### src/rtl/reg_file_pkg.sv
// reg_file_pkg: shared widths and types for the register file and rename table
package reg_file_pkg;
  localparam int REG_NUM = 32;
  localparam int DATA_WIDTH = 32;
  localparam int TAG_WIDTH = 5;
  localparam int REG_ADDR_WIDTH = 5;
  typedef logic [DATA_WIDTH-1:0] data_t;
  typedef logic [TAG_WIDTH-1:0] tag_t;
  typedef logic [REG_ADDR_WIDTH-1:0] addr_t;
endpackage

### src/rtl/reg_file_if.sv
// reg_file_if: commit bus, issue rename and source lookup signals of the register file
interface reg_file_if;
  import reg_file_pkg::*;
  logic en_commit_in;
  tag_t commit_rob_in;
  addr_t commit_rd_in;
  data_t commit_val_in;
  logic issue_in;
  addr_t issue_rd_in;
  tag_t issue_rob_in;
  addr_t rs1_addr_in;
  addr_t rs2_addr_in;
  data_t rs1_val;
  data_t rs2_val;
  logic rs1_busy;
  logic rs2_busy;
  tag_t rs1_tag;
  tag_t rs2_tag;
  modport master (
    output en_commit_in, commit_rob_in, commit_rd_in, commit_val_in,
    output issue_in, issue_rd_in, issue_rob_in, rs1_addr_in, rs2_addr_in,
    input rs1_val, rs2_val, rs1_busy, rs2_busy, rs1_tag, rs2_tag
  );
  modport slave (
    input en_commit_in, commit_rob_in, commit_rd_in, commit_val_in,
    input issue_in, issue_rd_in, issue_rob_in, rs1_addr_in, rs2_addr_in,
    output rs1_val, rs2_val, rs1_busy, rs2_busy, rs1_tag, rs2_tag
  );
endinterface

### src/rtl/reg_file_lookup.sv
// reg_file_lookup: one source read port with same-cycle commit bypass
module reg_file_lookup
  import reg_file_pkg::*;
(
  input  addr_t                  rs,
  input  data_t [REG_NUM-1:0]    reg_val,
  input  logic  [REG_NUM-1:0]    reg_busy,
  input  tag_t  [REG_NUM-1:0]    reg_tag,
  input  logic                   en_commit,
  input  addr_t                  commit_rd,
  input  tag_t                   commit_rob,
  input  data_t                  commit_val,
  output data_t                  rs_val,
  output logic                   rs_busy,
  output tag_t                   rs_tag
);
  logic hit;
  // only the commit of the pending producer may forward; an older writer's value is stale
  assign hit = en_commit && commit_rd == rs && rs != '0 && reg_busy[rs] && reg_tag[rs] == commit_rob;
  assign rs_val = hit ? commit_val : reg_val[rs];
  assign rs_busy = reg_busy[rs] && !hit;
  assign rs_tag = reg_tag[rs];
endmodule

### src/rtl/reg_file.sv
// reg_file: architectural registers plus rename status table fed by ROB commit and issue
module reg_file
  import reg_file_pkg::*;
(
  input logic       clk_in,
  input logic       rst_in,
  input logic       rdy_in,
  input logic       clear_in,
  reg_file_if.slave bus
);
  data_t [REG_NUM-1:0] reg_val;
  logic  [REG_NUM-1:0] reg_busy;
  tag_t  [REG_NUM-1:0] reg_tag;
  // x0 is never touched: loop starts at 1, so its entry stays at reset zero
  always_ff @(posedge clk_in or posedge rst_in)
    if (rst_in) begin
      reg_val <= '0;
      reg_busy <= '0;
      reg_tag <= '0;
    end else if (rdy_in) begin
      for (int i = 1; i < REG_NUM; i++) begin
        if (bus.en_commit_in && bus.commit_rd_in == addr_t'(i)) reg_val[i] <= bus.commit_val_in;
        if (clear_in) reg_busy[i] <= 1'b0;
        else if (bus.issue_in && bus.issue_rd_in == addr_t'(i)) begin
          reg_busy[i] <= 1'b1;
          reg_tag[i] <= bus.issue_rob_in;
        end else if (bus.en_commit_in && bus.commit_rd_in == addr_t'(i) && reg_tag[i] == bus.commit_rob_in)
          reg_busy[i] <= 1'b0;
      end
    end
  reg_file_lookup u_rs1 (
    .rs(bus.rs1_addr_in), .reg_val(reg_val), .reg_busy(reg_busy), .reg_tag(reg_tag),
    .en_commit(bus.en_commit_in), .commit_rd(bus.commit_rd_in), .commit_rob(bus.commit_rob_in),
    .commit_val(bus.commit_val_in), .rs_val(bus.rs1_val), .rs_busy(bus.rs1_busy), .rs_tag(bus.rs1_tag)
  );
  reg_file_lookup u_rs2 (
    .rs(bus.rs2_addr_in), .reg_val(reg_val), .reg_busy(reg_busy), .reg_tag(reg_tag),
    .en_commit(bus.en_commit_in), .commit_rd(bus.commit_rd_in), .commit_rob(bus.commit_rob_in),
    .commit_val(bus.commit_val_in), .rs_val(bus.rs2_val), .rs_busy(bus.rs2_busy), .rs_tag(bus.rs2_tag)
  );
endmodule

### src/flat_wrapper.sv
// flat-port wrapper written by rule: the top's interface ports become plain ports
module reg_file_flat import reg_file_pkg::*;
  (clk_in, rst_in, rdy_in, clear_in, bus_en_commit_in, bus_commit_rob_in, bus_commit_rd_in, bus_commit_val_in, bus_issue_in, bus_issue_rd_in, bus_issue_rob_in, bus_rs1_addr_in, bus_rs2_addr_in, bus_rs1_val, bus_rs2_val, bus_rs1_busy, bus_rs2_busy, bus_rs1_tag, bus_rs2_tag);
  reg_file_if bus_i ();
  input logic clk_in;
  input logic rst_in;
  input logic rdy_in;
  input logic clear_in;
  input wire logic [$bits(bus_i.en_commit_in)-1:0] bus_en_commit_in;
  input wire logic [$bits(bus_i.commit_rob_in)-1:0] bus_commit_rob_in;
  input wire logic [$bits(bus_i.commit_rd_in)-1:0] bus_commit_rd_in;
  input wire logic [$bits(bus_i.commit_val_in)-1:0] bus_commit_val_in;
  input wire logic [$bits(bus_i.issue_in)-1:0] bus_issue_in;
  input wire logic [$bits(bus_i.issue_rd_in)-1:0] bus_issue_rd_in;
  input wire logic [$bits(bus_i.issue_rob_in)-1:0] bus_issue_rob_in;
  input wire logic [$bits(bus_i.rs1_addr_in)-1:0] bus_rs1_addr_in;
  input wire logic [$bits(bus_i.rs2_addr_in)-1:0] bus_rs2_addr_in;
  output wire logic [$bits(bus_i.rs1_val)-1:0] bus_rs1_val;
  output wire logic [$bits(bus_i.rs2_val)-1:0] bus_rs2_val;
  output wire logic [$bits(bus_i.rs1_busy)-1:0] bus_rs1_busy;
  output wire logic [$bits(bus_i.rs2_busy)-1:0] bus_rs2_busy;
  output wire logic [$bits(bus_i.rs1_tag)-1:0] bus_rs1_tag;
  output wire logic [$bits(bus_i.rs2_tag)-1:0] bus_rs2_tag;
  assign bus_i.en_commit_in = bus_en_commit_in;
  assign bus_i.commit_rob_in = bus_commit_rob_in;
  assign bus_i.commit_rd_in = bus_commit_rd_in;
  assign bus_i.commit_val_in = bus_commit_val_in;
  assign bus_i.issue_in = bus_issue_in;
  assign bus_i.issue_rd_in = bus_issue_rd_in;
  assign bus_i.issue_rob_in = bus_issue_rob_in;
  assign bus_i.rs1_addr_in = bus_rs1_addr_in;
  assign bus_i.rs2_addr_in = bus_rs2_addr_in;
  assign bus_rs1_val = bus_i.rs1_val;
  assign bus_rs2_val = bus_i.rs2_val;
  assign bus_rs1_busy = bus_i.rs1_busy;
  assign bus_rs2_busy = bus_i.rs2_busy;
  assign bus_rs1_tag = bus_i.rs1_tag;
  assign bus_rs2_tag = bus_i.rs2_tag;
  reg_file u_core (.clk_in(clk_in), .rst_in(rst_in), .rdy_in(rdy_in), .clear_in(clear_in), .bus(bus_i));
endmodule
### config.mk
export PLATFORM = sky130hd
export DESIGN_NAME = reg_file_flat
export DESIGN_NICKNAME = d
export VERILOG_FILES = /design/src/rtl/reg_file_pkg.sv /design/src/rtl/reg_file_if.sv /design/src/rtl/reg_file_lookup.sv /design/src/rtl/reg_file.sv /design/src/flat_wrapper.sv
export SDC_FILE = /design/constraint.sdc
export NUM_CORES = 2
export LEC_CHECK = 0
export BUFFER_PORTS_ARGS = -buffer_cell sky130_fd_sc_hd__buf_2
export CAP_MARGIN = 20
export CORE_UTILIZATION = 55
export CTS_CLUSTER_SIZE = 30
export DETAILED_ROUTE_END_ITERATION = 8
export PLACE_DENSITY = 0.72
export SLEW_MARGIN = 20
export SYNTH_ARGS = -nofsm -noshare
export SYNTH_HDL_FRONTEND = slang
export SYNTH_SLANG_ARGS = --single-unit
### constraint.sdc
create_clock -name clk_in -period 92 [get_ports clk_in]
set_input_delay 23 -clock clk_in [delete_from_list [all_inputs] [get_ports clk_in]]
set_output_delay 23 -clock clk_in [all_outputs]
set_load 0.01 [all_outputs]
==> out/metrics.yaml <==
synth:
  synth_top_area_cell: "sky130_fd_sc_hd__dfrtp_1"
  synth_top_area_share: 0.446
  yosysWarningCount: 38
  mappedNetlistNets: 4469
  synth_area_per_cell_um2: 15.0
  synth_area_um2: 66200
  syn-instance-count: 4401
  post_synth_num_cell_types: 60
  synth-seq-area-share: 0.446
  synth_area_leaders: "sky130_fd_sc_hd__dfrtp_1, sky130_fd_sc_hd__mux4_2, sky130_fd_sc_hd__mux2_2"
  ys_seq_elements: 1178
  synthFlopType: "sky130_fd_sc_hd__dfrtp_1"
  asr_flop_ratio_synth: 1.00
  synth_enable_flop_cells: 0
worst_setup_path:
  crit_path_max_incr_delay_ns: 0.83
  cp_max_fo: 62
  critical-path-top-delay-family: "buffers and inverters"
  critical_path.endpoint_type: "output pin"
  cp.buffers_inverters: 5
  slowest_cp_cell: "sky130_fd_sc_hd__buf_4"
  classification_of_the_worst_setup_path: "in2out"
  critical_path.cell_chain: "buf_8 -> buf_4 -> buf_4 -> buf_4 -> mux4_2 -> mux4_2 -> mux2_2 -> mux2_4 -> buf_2"
  path_common_cell: "sky130_fd_sc_hd__buf_4"
  critical_path_arrival_ns: 27.87
  crit_required_ns: 69.00
  category_of_the_worst_setup_path_launch_point: "input pin"
finish:
  final_common_cell: "sky130_fd_sc_hd__mux2_2"
  share_of_final_layout_standard_cells_stronger_than_drive_strength_1: 0.546
  finish.net_count: 4370
  final_cell_count_no_fill: 6006
  most-common-layout-cells: "sky130_fd_sc_hd__mux2_2, sky130_fd_sc_hd__dfrtp_1, sky130_fd_sc_hd__mux4_2"
  areaGrowthSynthToFinish_pct: 9.17
  finalInstanceArea_um2: 72200
sta:
  report.final.slew_viol_count: 0
  worst_max_slew_pin_slew_ns: 1.19
  post-route-worst-setup-slack_ns: 41.13
  hold_ws_ns: 0.520
  layout_min_cycle_time_ns: 50.87
  rsz0062_at_grt: "no"
  finalCritPeriodShare: 0.553
  finalHoldViolCount: 0
  timing.final.setup_violations: 0
  fin_worst_skew_ns: 0.0125
  slew_headroom: 0.198
  setup_total_negative_slack_ns: 0
  max_clock_freq_mhz: 19.7
global_routing:
  largest_net_degree_at_the_start_of_global_routing: 188
  globalRouteTotalUtil: 0.328
  grt_pass1_wl_um: 293000
  global_route.overflow_total: 0
  grt_antenna_before_repair: 3
  via_count_of_the_first_global_routing_pass: 43600
route:
  routedWlPerCell_um: 32.4
  vias_per_cell: 6.97
  initialDrtViolationCount: 4349
  postRouteAntennaNets: 0
  total_number_of_vias: 41900
  post-route-drc-count: 0
  totalWireLength_um: 194000
  first_pass_iters: 5
cts:
  tritoncts.num_buffers: 133
  clock_sink_total: 1178
  post-cts-setup-buffers: 0
  cts.clk_slew.worst_paths_ns: 0.05
  clk-insertion-delay-late_ns: 0.76
  cts_hold_buf: 0
  cts_htree_levels: 4
  cts-root-to-sink-buffers: 3
  tritoncts: "yes"
  cts_root_buffer: "sky130_fd_sc_hd__clkbuf_16"
  cts_resized: 0
run:
  max-cap-violations: 0
place:
  place_area_um2: 67800
  place_inst: 5765
  placement.setup.worst_slack_ns: 41.04
  io_buffers: 143
  gp_routability_congestion: 0.923
  dpl.hpwl_um: 107000
floorplan:
  die_h_um: 349
  floorplan.initialDensity: 0.557
  io_pins: 144
  std_cell_rows: 126
  chipWidth_um: 349
  coreArea_um2: 119000
  fp.dieArea_um2: 122000
hold_path:
  min-delay-path-class: "reg2reg"
power_and_ir_drop:
  power-per-cell-area_nw_per_um2: 19.6
  peak_supply_drop_mv: 0.0173
  leakage_power_nw: 32.3
outcome:
  status: "complete, no violations"
## where the power goes
group	internal [W]	switching, W
Clock	0.000315	0.000221
Sequential	0.000582	0.0000506
Combinational	0.000144	0.000103
Total	0.00104	0.000374
## layout make-up
cell class                 count  area [µm²]
clock inverter                33         335
antenna                        1        2.50
sequential                  1178       29500
fill                        8815       46500
inverter                      10        52.6
tap                         1600        2000
multi-input combinational   2764       34900
clock buffer                 205        4050
timing repair buffer         215        1400
## cell usage after synthesis, types with 4 or more instances
master	number
sky130_fd_sc_hd__a41oi_1	6
sky130_fd_sc_hd__inv_1	9
sky130_fd_sc_hd__mux2_2	1263
sky130_fd_sc_hd__o211ai_1	4
sky130_fd_sc_hd__nor3_1	37
sky130_fd_sc_hd__mux4_2	637
sky130_fd_sc_hd__xor2_1	90
sky130_fd_sc_hd__buf_4	20
sky130_fd_sc_hd__dfrtp_1	1178
sky130_fd_sc_hd__mux2i_1	72
sky130_fd_sc_hd__mux4_1	12
sky130_fd_sc_hd__nand3_1	29
sky130_fd_sc_hd__buf_12	4
sky130_fd_sc_hd__or3_1	10
sky130_fd_sc_hd__nand2_1	98
sky130_fd_sc_hd__a21oi_1	5
sky130_fd_sc_hd__mux2_4	29
sky130_fd_sc_hd__a22o_1	36
sky130_fd_sc_hd__and2_1	4
sky130_fd_sc_hd__a22oi_1	7
sky130_fd_sc_hd__nor4_1	20
sky130_fd_sc_hd__xnor2_1	80
sky130_fd_sc_hd__a31oi_1	6
sky130_fd_sc_hd__clkbuf_1	282
sky130_fd_sc_hd__o21ai_0	51
sky130_fd_sc_hd__nor2b_1	14
sky130_fd_sc_hd__buf_1	75
sky130_fd_sc_hd__a221oi_1	10
sky130_fd_sc_hd__buf_6	9
sky130_fd_sc_hd__buf_2	59
sky130_fd_sc_hd__a31o_2	15
sky130_fd_sc_hd__nand4_1	19
sky130_fd_sc_hd__o22ai_1	6
sky130_fd_sc_hd__nor2_1	148
sky130_fd_sc_hd__nand2b_1	17
## kinds of logic after synthesis
group	Yosys count	synth area share
AO/OA/AOI/OAI	173	0.0191
XOR/XNOR	170	0.0225
buffers and inverters	459	0.0303
flip-flops	1178	0.446
multiplexers	2013	0.454
AND/OR/NAND/NOR	408	0.0285
## flip-flops by register name (all words and copies together) (netlist names)
name / flops
u_core.reg_tag: 155
u_core.reg_val: 992
u_core.reg_busy: 31
## metrics by stage
step                      power, W   util
final                      0.00142  0.608
after global routing       0.00147  0.608
after CTS                  0.00142  0.608
after detailed placement  0.000885  0.571
after global placement    0.000876  0.571
after floorplan           0.000820      -
## worst register-to-register path, cell delays in order, from the launching register on
cell and delay [ns]:
sky130_fd_sc_hd__dfrtp_1 0.44, sky130_fd_sc_hd__xor2_1 0.19, sky130_fd_sc_hd__nor4_1 0.35, sky130_fd_sc_hd__a41oi_1 0.16, sky130_fd_sc_hd__o21ai_0 0.19, sky130_fd_sc_hd__nand2_1 0.07
## worst paths after layout
kind                                          start                  end  slack, ns  cells after the start
worst max-delay path             bus_rs2_addr_in[0]       bus_rs2_val[7]      41.13                      9
worst min-delay path            u_core.reg_val[991]  u_core.reg_val[991]       0.52                      1
worst max register to register   u_core.reg_tag[29]   u_core.reg_busy[5]      90.46                      5
worst min register to register  u_core.reg_val[991]  u_core.reg_val[991]       0.52                      1
max in group asynchronous                    rst_in  u_core.reg_val[911]      66.50                      5
min in group asynchronous                    rst_in  u_core.reg_val[535]      22.32                      2
## metal layers
| metal | global-route usage | vias to the layer above | routed length [µm] |
|---|---|---|---|
| li1 | - | 16700 | - |
| met1 | 0.451 | 22600 | 77600 |
| met2 | 0.512 | 2053 | 92100 |
| met3 | 0.0635 | 494 | 16300 |
| met4 | 0.140 | 2 | 8460 |
| met5 | 0 | - | 7 |
(Power assumes the default switching activity.)
